File: config.mk
export PLATFORM = sky130hd
export DESIGN_NAME = somador_serial_param
export DESIGN_NICKNAME = d
export VERILOG_FILES = /design/src/rtl/somador_serial_param.sv
export SDC_FILE = /design/constraint.sdc
export NUM_CORES = 1
export LEC_CHECK = 0
export BUFFER_PORTS_ARGS = -buffer_cell sky130_fd_sc_hd__buf_2
export CAP_MARGIN = 10
export CORE_MARGIN = 1
export CORE_UTILIZATION = 40
export DETAILED_ROUTE_END_ITERATION = 10
export SLEW_MARGIN = 20
export SYNTH_ARGS = -nofsm -noshare
export SYNTH_HDL_FRONTEND = slang
export SYNTH_SLANG_ARGS = --single-unit
File: constraint.sdc
create_clock -name clk -period 1.95 [get_ports clk]
set_input_delay 0.4875 -clock clk [delete_from_list [all_inputs] [get_ports clk]]
set_output_delay 0.4875 -clock clk [all_outputs]
set_load 0.1 [all_outputs]
File: src/rtl/somador_serial_param.sv
// Digit-serial two's-complement adder/subtractor: DIGIT bits per cycle, fixed NDIG+2 cycle latency.
// Optional macro SOMADOR_SATURATE_EN replaces an overflowed result with the saturated value.
module somador_serial_param #(
    parameter int WIDTH = 8,
    parameter int DIGIT = 2
) (
    input  logic             clk,
    input  logic             rst_n,
    input  logic             start,
    input  logic             SUB,
    input  logic [WIDTH-1:0] A,
    input  logic [WIDTH-1:0] B,
    output logic             ready,
    output logic             done,
    output logic [WIDTH-1:0] S,
    output logic             Cout,
    output logic             OV,
    output logic             Z,
    output logic             N
);
    localparam int NDIG = WIDTH / DIGIT;
    localparam int CW   = (NDIG > 1) ? $clog2(NDIG) : 1;

    localparam logic [1:0] IDLE = 2'd0;
    localparam logic [1:0] RUN  = 2'd1;
    localparam logic [1:0] DONE = 2'd2;

    logic [1:0]       state_reg;
    logic [WIDTH-1:0] a_sh_reg;
    logic [WIDTH-1:0] b_sh_reg;
    logic [WIDTH-1:0] sum_sh_reg;
    logic             carry_reg;
    logic             c_msb_reg;
    logic [CW-1:0]    cnt_reg;
    logic [WIDTH-1:0] s_reg;
    logic             cout_reg;
    logic             ov_reg;
    logic             z_reg;
    logic             n_reg;
    logic             done_reg;

    logic [DIGIT:0]   dig_sum;
    logic [WIDTH-1:0] sum_sh_next;
    logic [WIDTH-1:0] s_next;
    logic             ov_next;
    logic             last_dig;

    assign dig_sum  = {1'b0, a_sh_reg[DIGIT-1:0]} + {1'b0, b_sh_reg[DIGIT-1:0]}
                    + {{DIGIT{1'b0}}, carry_reg};
    assign last_dig = (cnt_reg == CW'(NDIG - 1));

    // Result digits enter from the MSB side so the LSB digit ends up at bit 0.
    generate
        if (DIGIT == WIDTH) begin : g_single
            assign sum_sh_next = dig_sum[DIGIT-1:0];
        end else begin : g_multi
            assign sum_sh_next = {dig_sum[DIGIT-1:0], sum_sh_reg[WIDTH-1:DIGIT]};
        end
    endgenerate

    // After the last digit carry_reg holds the carry out of the MSB.
    assign ov_next = c_msb_reg ^ carry_reg;

`ifdef SOMADOR_SATURATE_EN
    logic a_msb_reg;

    always_ff @(posedge clk or negedge rst_n) begin
        if (!rst_n) begin
            a_msb_reg <= 1'b0;
        end else if (state_reg == IDLE && start) begin
            a_msb_reg <= A[WIDTH-1];
        end
    end

    always_comb begin
        s_next = sum_sh_reg;
        if (ov_next) begin
            s_next = a_msb_reg ? {1'b1, {(WIDTH-1){1'b0}}} : {1'b0, {(WIDTH-1){1'b1}}};
        end
    end
`else
    assign s_next = sum_sh_reg;
`endif

    always_ff @(posedge clk or negedge rst_n) begin
        if (!rst_n) begin
            state_reg  <= IDLE;
            a_sh_reg   <= '0;
            b_sh_reg   <= '0;
            sum_sh_reg <= '0;
            carry_reg  <= 1'b0;
            c_msb_reg  <= 1'b0;
            cnt_reg    <= '0;
            s_reg      <= '0;
            cout_reg   <= 1'b0;
            ov_reg     <= 1'b0;
            z_reg      <= 1'b0;
            n_reg      <= 1'b0;
            done_reg   <= 1'b0;
        end else begin
            done_reg <= 1'b0;
            case (state_reg)
                IDLE: begin
                    if (start) begin
                        a_sh_reg  <= A;
                        b_sh_reg  <= B ^ {WIDTH{SUB}};
                        carry_reg <= SUB;
                        cnt_reg   <= '0;
                        state_reg <= RUN;
                    end
                end
                RUN: begin
                    a_sh_reg   <= a_sh_reg >> DIGIT;
                    b_sh_reg   <= b_sh_reg >> DIGIT;
                    sum_sh_reg <= sum_sh_next;
                    carry_reg  <= dig_sum[DIGIT];
                    cnt_reg    <= cnt_reg + CW'(1);
                    if (last_dig) begin
                        // Carry into the MSB recovered from the MSB sum bit and its operands.
                        c_msb_reg <= dig_sum[DIGIT-1] ^ a_sh_reg[DIGIT-1] ^ b_sh_reg[DIGIT-1];
                        state_reg <= DONE;
                    end
                end
                DONE: begin
                    s_reg     <= s_next;
                    cout_reg  <= carry_reg;
                    ov_reg    <= ov_next;
                    z_reg     <= (s_next == '0);
                    n_reg     <= s_next[WIDTH-1];
                    done_reg  <= 1'b1;
                    state_reg <= IDLE;
                end
                default: state_reg <= IDLE;
            endcase
        end
    end

    assign ready = (state_reg == IDLE);
    assign done  = done_reg;
    assign S     = s_reg;
    assign Cout  = cout_reg;
    assign OV    = ov_reg;
    assign Z     = z_reg;
    assign N     = n_reg;
endmodule

==> results.txt, run 1 <==
* Result of the run: complete, no violations
- The Yosys step of the flow raised 0 warnings.
- The floorplan has 25 rows.
- In this run, post-CTS hold repair placed 0 buffers.
- The number of different library cells used by synthesis comes to 26.
* Max Cap Viol: 0
- Entering global routing, the biggest net connects 25 pins.
- Number of detailed-route iterations in the first pass: 4
- For the final database, setup skew stands at 5.39 ps.
* Most used flip-flop cell after synthesis: sky130_fd_sc_hd__dfrtp_1
- Measured in cells, the most critical reg-to-reg path has a length of 5.
* TritonCTS Sinks: 42
- Yosys mapped a number of flops with a built-in enable equal to 0.
- Adder-Cell Fraction of Synth Area: 2.64%
* Top cells by area, synth: sky130_fd_sc_hd__dfrtp_1, sky130_fd_sc_hd__nand2_1, sky130_fd_sc_hd__o21ai_0
- CTS tree: built
- Data on the critical path is required at its endpoint by 1460 ps.
* Area grow syn2layout: 18.5%
* Clock slew seen by the registers of the worst setup and hold paths: 80 ps
- The number of failing hold endpoints at the final stage was 0.
- R2r setup slk: 240 ps
- Wire per inst: 13.2 um
* Peak supply drop: 0.000915 V
* Crit-path max FO: 13
- After the first detailed-routing iteration, the DRC count stood at 72.
* Area taken by flip-flops and latches: 1050 um^2
- Type of element launching the critical path: flip-flop
- The floorplan step defined a die boundary enclosing 5260 um^2.
- Dividing the detail-routed via count by the number of cells gives 4.89.
* Portion of synthesized cell area occupied by the leading cell type: 52.8%
- Crit. End Element: primary output
- Most frequent cells after synthesis: sky130_fd_sc_hd__dfrtp_1, sky130_fd_sc_hd__nand2_1, sky130_fd_sc_hd__o21ai_0, sky130_fd_sc_hd__inv_1
* Worst min-delay path category: input pin to asynchronous set/reset pin
- Avg Synthesized Cell Area: 10.3 um^2
* Post-layout min period: 1840 ps
- Leak pwr: 0.00111 uW
- The die is 72.5 um tall.
- Synthesized instance count: 193
- Sequential-to-total area share from yosys stat: 52.8%
- DRC Markers: 0
- In this run the tightest slew margin relative to its limit is 48.5%.
* Die span in x: 72.5 um
- The detailed router placed 1442 vias in this run.
- Setup-failing EPs final: 0
- Post-Synth XOR/XNOR Area: 4.84%
- Area of the multi-input gates: 823 um^2
* Final ANT Viol Nets: 0
* Wire length of the first global-routing pass: 6730 um
- Number of global-route vias before repair: 1427
- Highest achievable clock rate: 0.544 GHz
* Final TNS setup: 0 ps
- Most frequent cell after synthesis: sky130_fd_sc_hd__dfrtp_1
- Clock latency on the worst-skew pair, taken at its later pin, is 290 ps.
* Transition time of the tightest slew-check pin: 771 ps
- The finished cells cover 2360 um^2.
* CTS Buf Count: 5
- 0 antenna diodes ended up in the layout.
* Boundary Pins: 34
* Filler cells: 469
- Main combinational cell family by area after synthesis: compound AO/OA/AOI/OAI gates
* Fraction of final layout cells sized beyond drive strength 1: 28.5%
- Share of cell area taken by muxes after synthesis: 5.03%
- RSZ-0062 raised after global routing: false
- Power spread over the standard cell area amounts to 1820 nW/um^2.
- Wires add up to 3880 um.
- Period utilization: 94.2%
* Final global-route overflow total: 0
* Core region area: 4750 um^2
- The synthesized netlist devotes 17.0% of its cell area to compound gates.
- Net count reported at finish: 250
* Category of the critical setup timing path: flip-flop to primary output
- Reg-to-reg endpoint: c_msb_reg
* Placed Area: 2270 um^2
- Counting every net in the synthesized netlist gives 216.
- Initial antenna violation count: 0
- Synth area leader: sky130_fd_sc_hd__dfrtp_1
- Global routing used 16.9% of the available tracks.
- In this run, synthesis produced a sequential element count of 42.
* Post-synthesis cell area: 1990 um^2
* Proportion of register bits with asynchronous set or reset after synthesis: 100%
- Routability congestion estimate: 0.769
- Fin. max-slew vios: 0
- The H-tree was split into 2 levels.
- For the worst setup path, the data arrival time is 1350 ps.
- Once the floorplan was initialized, standard cells occupied 41.9% of the core.
* Number of I/O port buffers: 33
* Post-Synth Simple-Gate Area: 11.4%
* Clk root buf: sky130_fd_sc_hd__clkbuf_8
- Detailed placement finished with a half-perimeter wire length of 2720 um.
- Origin of the critical flop-to-flop path: b_sh_reg[0]
* Clock Tree Buf Depth: 2
==> cell type report <==
type                       instances  area share [%]
clock buffer                       5            2.92
clock inverter                     3           0.902
inverter                          11            1.75
multi-input combinational        124            34.9
sequential                        42            44.6
tap                               67            3.55
timing repair buffer              43            11.4
==> worst max-delay path by stage <==
stage	startpoint	end	slack, ps	cells after the start
4_1_cts	state_reg[1]	ready	40	3
6_report	state_reg[0]	ready	110	3
3_5_place_dp	b_sh_reg[0]	c_msb_reg	220	5
3_3_place_gp	start	a_sh_reg[6]	230	4
5_1_grt	state_reg[0]	ready	20	3
2_1_floorplan	S[7]	S[7]	130	1
==> layout by cell type (no fill, tap or decap), types with 2 or more instances in the layout <==
cell / count
sky130_fd_sc_hd__fa_1: 2
sky130_fd_sc_hd__nand2_1: 31
sky130_fd_sc_hd__a22oi_1: 7
sky130_fd_sc_hd__buf_4: 9
sky130_fd_sc_hd__a221o_2: 4
sky130_fd_sc_hd__dfrtp_1: 41
sky130_fd_sc_hd__nor2_1: 3
sky130_fd_sc_hd__nor4_1: 2
sky130_fd_sc_hd__clkbuf_8: 5
sky130_fd_sc_hd__buf_12: 2
sky130_fd_sc_hd__o32ai_1: 5
sky130_fd_sc_hd__mux2_2: 8
sky130_fd_sc_hd__nand2b_1: 2
sky130_fd_sc_hd__xnor2_1: 9
sky130_fd_sc_hd__xor2_1: 2
sky130_fd_sc_hd__nor2b_1: 10
sky130_fd_sc_hd__buf_2: 32
sky130_fd_sc_hd__a21oi_1: 10
sky130_fd_sc_hd__a2bb2oi_1: 4
sky130_fd_sc_hd__o21ai_0: 19
sky130_fd_sc_hd__inv_1: 11
==> worst max-delay path, cell delays in order (launching register included) <==
cell                      delay (ps)
sky130_fd_sc_hd__dfrtp_1         530
sky130_fd_sc_hd__buf_4           230
sky130_fd_sc_hd__nor2_4          120
sky130_fd_sc_hd__buf_12          180
==> cells by family after synthesis <==
family,Yosys count
xor gates and xnor gates,11
AOI/OAI and AO/OA,51
adders and majority gates,3
muxes,9
buffers and inverters,27
and+or+nand+nor,50
DFF,42
==> routing by layer <==
metal	routed length (um)	GRT usage, %
met5	0	0
met4	13	4.58
met3	149	5.28
met2	1760	26.8
met1	1960	22.3
==> metrics by stage <==
stage	util (%)	power (uW)	hold WS, ps	setup WS (ps)	cells
after floorplan	-	3270	192	127	193
after global placement	47.7	3740	455	233	287
after detailed placement	47.7	3770	465	224	287
after CTS	49.6	4340	141	43.7	295
after global routing	49.6	4600	156	16.9	295
final	49.6	4290	136	112	295
==> repair_timing <==
action | CTS | global route
gates resized for setup | 0 | 1
setup buffers | 0 | 0
setup endpoints to repair | 0 | 1
==> report_power, final <==
group	switching [uW]	internal (uW)
sequential	297	1230
combinational	1520	681
clock	310	252
Power figures use the tool's default switching activity.
==> run 2, diff against run 1 <==
--- a/config.mk
+++ b/config.mk
@@ -5,6 +5,7 @@
 export SDC_FILE = /design/constraint.sdc
 export NUM_CORES = 1
 export LEC_CHECK = 0
+export ABC_AREA = 1
 export BUFFER_PORTS_ARGS = -buffer_cell sky130_fd_sc_hd__buf_2
 export CAP_MARGIN = 10
 export CORE_MARGIN = 1
==> run 2 against run 1 <==
Final cell count shrank 0.34%. Synthesized area fell by 4.7%. Via count fell by 3.7%. Utilization shrank 0.31 points. Critical path type unchanged. Critical endpoint unchanged. Largest cell class unchanged. Highest routed layer unchanged.
==> results.txt, run 2 <==
- CTS tree: built
- Result of the run: complete, no violations
- By area, the combinational part of the netlist is dominated by simple AND/OR/NAND/NOR gates.
* Routability congestion estimate: 0.755 (-1.7%)
* Fraction of final layout cells sized beyond drive strength 1: 24.4% (-4.1 points)
* GRT Max-Usage Layer: met2
- Clk root buf: sky130_fd_sc_hd__clkbuf_8
- Post-Synth Simple-Gate Area: 22.2% (+11 points)
- The number of top-level pins is 34 (unchanged).
- Post-Synth XOR/XNOR Area: 4.16% (-0.68 points)
* Sequential-to-total area share from yosys stat: 55.4% (+2.6 points)
* Worst min-delay path category: input pin to asynchronous set/reset pin
- Final global-route overflow total: 0 (unchanged)
* Period utilization: 92.2% (-2.0 points)
* Synthesis-stage register bit count: 42 (unchanged)
- Transition time of the tightest slew-check pin: 526 ps (-245 ps)
- The average via count per standard cell is 4.72 (-3.3%).
- Most common cell after layout, fill and taps aside: sky130_fd_sc_hd__nand2_1
- Max Cap Viol: 0 (unchanged)
- Number of placement rows: 24 (-4.0%)
* Portion of synthesized cell area occupied by the leading cell type: 55.4% (+2.6 points)
* Die span in x: 70.9 um (-2.3%)
- The pin count of the biggest net entering global routing was 43 (+72%).
* Number of DRC violations after detailed-routing iteration 0: 62 (-14%)
- Clock Tree Buf Depth: 2 (unchanged)
- Post-Synthesis Net Count: 230 (+6.5%)
- Met1 track demand over resource in global routing: 18.0% (-4.2 points)
* Type of element launching the critical path: flip-flop
- Yosys warning count: 0 (unchanged)
- The latest clock arrival within the worst-skew pair is 290 ps (about the same).
- Clock slew seen by the registers of the worst setup and hold paths: 80 ps (about the same)
* Starting density of the core: 42.7% (+0.81 points)
- The number of setup buffers added after CTS was 0 (unchanged).
- Setup repair after global routing left no endpoint under its margin.
- The total routed wirelength was 3340 um (-14%).
- Wire length of the first global-routing pass: 5800 um (-14%)
* Global Route Usage Sum: 14.8% (-2.0 points)
- The data required time at the worst endpoint is 1460 ps (about the same).
* Most frequent cell after synthesis: sky130_fd_sc_hd__nand2_1
* Synth area leader: sky130_fd_sc_hd__dfrtp_1
* Number of detailed-route iterations in the first pass: 6 (+2)
* Met2 track demand over resource in global routing: 25.4% (-1.4 points)
* Area grow syn2layout: 15.5%
* Antenna cell count: 0 (unchanged)
* Avg Synthesized Cell Area: 9.16 um^2 (-11%)
- The average routed wire per standard cell is 11.4 um (-14%).
- Crit-path max FO: 4 (-9)
* DIE HEIGHT: 70.9 um (-2.3%)
- Final TNS setup: 0 ps (unchanged)
* Top cells by area, synth: sky130_fd_sc_hd__dfrtp_1, sky130_fd_sc_hd__nand2_1, sky130_fd_sc_hd__nand3_1
- Core region area: 4440 um^2 (-6.5%)
- The number of flops mapped to enable cells by yosys came to 0 (unchanged).
- Number of global-route vias before repair: 1340 (-6.1%)
- Synthesized instance count: 207 (+7.3%)
- Fin. max-slew vios: 0 (unchanged)
* Highest achievable clock rate: 0.556 GHz (+2.2%)
- Number of I/O port buffers: 33 (unchanged)
* Most frequent cells in the layout: sky130_fd_sc_hd__nand2_1, sky130_fd_sc_hd__dfrtp_1, sky130_fd_sc_hd__buf_2
* Initial antenna violation count: 0 (unchanged)
* HPWL reported at the end of detailed placement: 2330 um (-15%)
- The complex-gate fraction of the synthesized area is 8.38% (-8.7 points).
- The routing usage on met3 came to 3.42% (-1.9 points).
* Max H-tree Level: 2 (unchanged)
- Arrival time of data at the critical path endpoint: 1310 ps (-40 ps)
- The number of vias after detailed routing is 1389 (-3.7%).
* CTS Buf Count: 5 (unchanged)
- Post-synthesis cell area: 1900 um^2 (-4.7%)
- Clock skew: 3.26 ps (-2.12 ps)
- The post-cts sizing count came to 0 (unchanged).
- The share of synthesized flip-flops with an asynchronous set or reset came to 100% (unchanged).
* Post-layout min period: 1800 ps (-38.7 ps)
- By startpoint and endpoint, the worst setup path is classified as flip-flop to primary output.
- Setup-failing EPs final: 0 (unchanged)
* Most used flip-flop cell after synthesis: sky130_fd_sc_hd__dfrtp_1
* DRC Markers: 0 (unchanged)
- The number of failing hold endpoints at the final stage is 0 (unchanged).
- The number of buffers inserted for hold repair after clock tree synthesis is 0 (unchanged).
- Crit. End Element: primary output
- Adder-Cell Fraction of Synth Area: 2.77% (+0.13 points)
- Net count reported at finish: 264 (+5.6%)
- The total number of clock tree sinks is 42 (unchanged).
- Share of cell area taken by muxes after synthesis: 0% (-5.0 points)
- The overall die area came to 5020 um^2 (-4.6%).
- The relative max-transition margin came to 65.0% (+16 points).
- The final antenna-violating net count was 0 (unchanged).
- The distinct cell type count after synthesis is 19 (-27%).
- Most frequent cells after synthesis: sky130_fd_sc_hd__nand2_1, sky130_fd_sc_hd__dfrtp_1, sky130_fd_sc_hd__inv_1, sky130_fd_sc_hd__nand3_1, sky130_fd_sc_hd__o21ai_0
[run 2: path summary, 6_finish.rpt]
path / from / to / slack (ps) / cells past startpoint
max: state_reg[0] / ready / 150 / 2
min in group clk: A[7] / a_sh_reg[7] / 390 / 3
max reg2reg: carry_reg / c_msb_reg / 210 / 8
min: rst_n / S[1] / 260 / 2
max in group asynchronous: rst_n / a_sh_reg[5] / 1330 / 2
min reg2reg: S[0] / S[0] / 470 / 2
[run 2: cells by family (layout without fill, tap and decap cells)]
group                      count (synthesis)  count (layout)
AOI/OAI and AO/OA                         25              25
xor gates and xnor gates                   9               9
DFF                                       42              42
adders and majority gates                  3               3
buffers and inverters                     26              61
and+or+nand+nor                          102             102
[run 2: layout make-up]
class | instances | area (um^2)
fill | 447 | 2250
sequential | 42 | 1050
multi-input combinational | 139 | 718
timing repair buffer | 35 | 180
clock buffer | 5 | 68.8
inverter | 18 | 67.6
tap | 52 | 65.1
clock inverter | 3 | 40.0
[run 2: per-layer routing]
metal / vias up / wire (um)
met5: - / 0
met4: 0 / 36
met3: 5 / 126
met2: 34 / 1520
met1: 643 / 1660
li1: 707 / -
[run 2: worst max-delay path: stages (launching register included)]
cell	delay, ps
sky130_fd_sc_hd__dfrtp_1	470
sky130_fd_sc_hd__nor2_4	130
sky130_fd_sc_hd__buf_2	420
[run 2: through the flow]
step	cell area [um^2]	setup slack, ps	hold WS (ps)	utilization [%]	instances
after floorplan	1900	123	192	-	207
after global placement	2080	238	454	46.8	286
after detailed placement	2080	200	453	46.8	286
after CTS	2190	129	272	49.3	294
after global routing	2190	77.8	296	49.3	294
final	2190	151	262	49.3	294
Power of run 2 is left out: the tool's default activity adds up to more than one toggle a clock period on the data nets, which glitch-free logic cannot reach.
==> run 3, diff against run 2 <==
--- a/config.mk
+++ b/config.mk
@@ -8,6 +8,7 @@
 export ABC_AREA = 1
 export BUFFER_PORTS_ARGS = -buffer_cell sky130_fd_sc_hd__buf_2
 export CAP_MARGIN = 10
+export CORE_ASPECT_RATIO = 0.6
 export CORE_MARGIN = 1
 export CORE_UTILIZATION = 40
 export DETAILED_ROUTE_END_ITERATION = 10
==> constraint.sdc (replaced) <==
create_clock -name clk -period 2.3 [get_ports clk]
set_input_delay 0.575 -clock clk [delete_from_list [all_inputs] [get_ports clk]]
set_output_delay 0.575 -clock clk [all_outputs]
set_load 0.1 [all_outputs]
==> run 3 against run 2 <==
Worst hold slack lost 59 ps. Wire length grew 6.1%. Register-to-register slack gained 350 ps. Final cell count grew 2.7%. Non-clock buffer count is the same. Critical path type unchanged. Largest cell class unchanged.
==> results.txt, run 3 (synthesis results as in run 2) <==
- The setup slack after layout came to 407 ps (+255 ps).
* Boundary Pins: 34 (unchanged)
* Via count: 1363 (-1.9%)
- The chip width is 90.9 um (+28%).
- The register clock-pin slew on the reported worst setup and hold paths is 80 ps (about the same).
- The remaining global-route overflow is 0 (unchanged).
* CTS Buf Count: 5 (unchanged)
* Global Route Usage Sum: 16.0% (+1.1 points)
* Post-layout min period: 1890 ps
* Max Cap Viol: 0 (unchanged)
- The number of setup buffers added after CTS was 0 (unchanged).
- CTS tree: built
- Number of I/O port buffers: 33 (unchanged)
* Net count reported at finish: 264 (unchanged)
* Number of detailed-route iterations in the first pass: 4 (-2)
- The latest clock arrival within the worst-skew pair came to 290 ps (about the same).
- The routability congestion estimate is 0.766 (+1.4%).
- The average via count per standard cell was 4.51 (-4.5%).
- The path class of the tightest hold or removal check is input pin to asynchronous set/reset pin.
* Quantity of gates resized following cts: 0 (unchanged)
- TritonCTS Sinks: 42 (unchanged)
* Final TNS setup: 0 ps (unchanged)
* Worst R2R Path Depth: 8 (unchanged)
* HPWL reported at the end of detailed placement: 2570 um (+10%)
- The via count of the first global-routing pass was 1308 (-2.4%).
* Headroom to the max-slew limit: 67.7% (+2.8 points)
- RSZ-0062 raised after global routing: false
* Period utilization: 82.3%
- Antenna cell count: 0 (unchanged)
- DRC Markers: 0 (unchanged)
- The vertical die dimension was 55.3 um (-22%).
* Starting density of the core: 43.9% (+1.2 points)
* Type of element launching the critical path: flip-flop
- The data required time at the worst endpoint was 1730 ps (+270 ps).
- The average routed wire per standard cell was 11.7 um (+3.3%).
- STA classifies the critical path endpoint as a primary output.
* Initial antenna violation count: 0 (unchanged)
* Maximum number of pins on one net before global-route repair: 21 (-51%)
- Number of placement rows: 18 (-25%)
- The core region area is 4320 um^2 (-2.7%).
* Filler cells: 450 (+0.67%)
* Number of DRC violations after detailed-routing iteration 0: 81 (+31%)
- In the layout the commonest cells are sky130_fd_sc_hd__nand2_1, sky130_fd_sc_hd__dfrtp_1, sky130_fd_sc_hd__buf_2.
- Fin. max-slew vios: 0 (unchanged)
- The total routed wirelength came to 3550 um (+6.1%).
- The total setup violations reported at the end of the flow came to 0 (unchanged).
* Crit-path max FO: 4 (unchanged)
- The flow ran to the end, and the final reports show no timing, DRC or antenna violations.
- The number of H-tree levels came to 2 (unchanged).
- The wire length of the first global-routing pass came to 6220 um (+7.2%).
- Final count of hold timing violations: 0 (unchanged)
* Category of the critical setup timing path: flip-flop to primary output
- The register cell area after layout was 1050 um^2 (unchanged).
- The library cell used most frequently in the layout, excluding fill and tap cells, is sky130_fd_sc_hd__nand2_1.
- Clock Tree Buf Depth: 2 (unchanged)
* Area of the multi-input gates: 713 um^2 (-0.70%)
- The worst hold slack is 203 ps (-59.2 ps).
* Transition time of the tightest slew-check pin: 487 ps (-38.4 ps)
- The ratio of cells with drive above 1 in the final layout is 24.0% (-0.41 points).
- The number of buffers inserted for hold repair after clock tree synthesis was 0 (unchanged).
* Highest achievable clock rate: 0.528 GHz
* Final ANT Viol Nets: 0 (unchanged)
- Area grow syn2layout: 14.8%
- Arrival time of data at the critical path endpoint: 1320 ps (about the same)
- The overall die area was 5030 um^2 (+0.18%).
* Clock skew: 7.30 ps (+4.03 ps)
- Clk root buf: sky130_fd_sc_hd__clkbuf_8
* Final Core Density: 50.4% (+1.1 points)
- Worst setup slack before clock tree synthesis: 560 ps (+360 ps)
-- run 3: cell types whose count changed in the layout (fill, tap and decap cells not counted) --
cell and delta:
sky130_fd_sc_hd__bufinv_16 -1, sky130_fd_sc_hd__clkbuf_1 +1, sky130_fd_sc_hd__clkbuf_8 +1, sky130_fd_sc_hd__clkinv_2 -1
sky130_fd_sc_hd__nor2_2 +1, sky130_fd_sc_hd__nor2_4 -1
-- run 3: area by class of cell --
type | count | share of cell area, %
Clock inverter | 1 | 0.230
Tap cell | 60 | 3.45
Multi-Input combinational cell | 139 | 32.7
Clock buffer | 7 | 3.96
Inverter | 18 | 3.10
Timing Repair Buffer | 35 | 8.27
Sequential cell | 42 | 48.2
-- run 3: worst paths after layout --
check,from,to,slack (ps)
max,state_reg[0],ready,410
min,rst_n,S[6],200
max reg2reg,carry_reg,c_msb_reg,560
min reg2reg,a_sh_reg[7],a_sh_reg[7],470
max in group asynchronous,rst_n,a_sh_reg[7],1570
min in group clk,a_sh_reg[7],a_sh_reg[7],470
-- run 3: layer usage --
layer	vias up	share of wire [%]	GRT usage [%]
li1	717	-	-
met1	618	57	24.3
met2	21	39	22.0
met3	7	3.6	4.27
met4	0	1.1	4.76
met5	-	0	0
-- run 3: through the flow --
stage / instances / area [um^2]
3_3_place_gp: 294 / 2090
5_1_grt: 302 / 2180
3_5_place_dp: 294 / 2090
2_1_floorplan: 207 / 1900
6_report: 302 / 2180
4_1_cts: 302 / 2180
-- run 3: worst max-delay path, stage by stage, from the launching register on --
cell and delay (ps):
sky130_fd_sc_hd__dfrtp_1 450, sky130_fd_sc_hd__nor2_2 140, sky130_fd_sc_hd__buf_2 430
Power of run 3 is left out for the same reason.
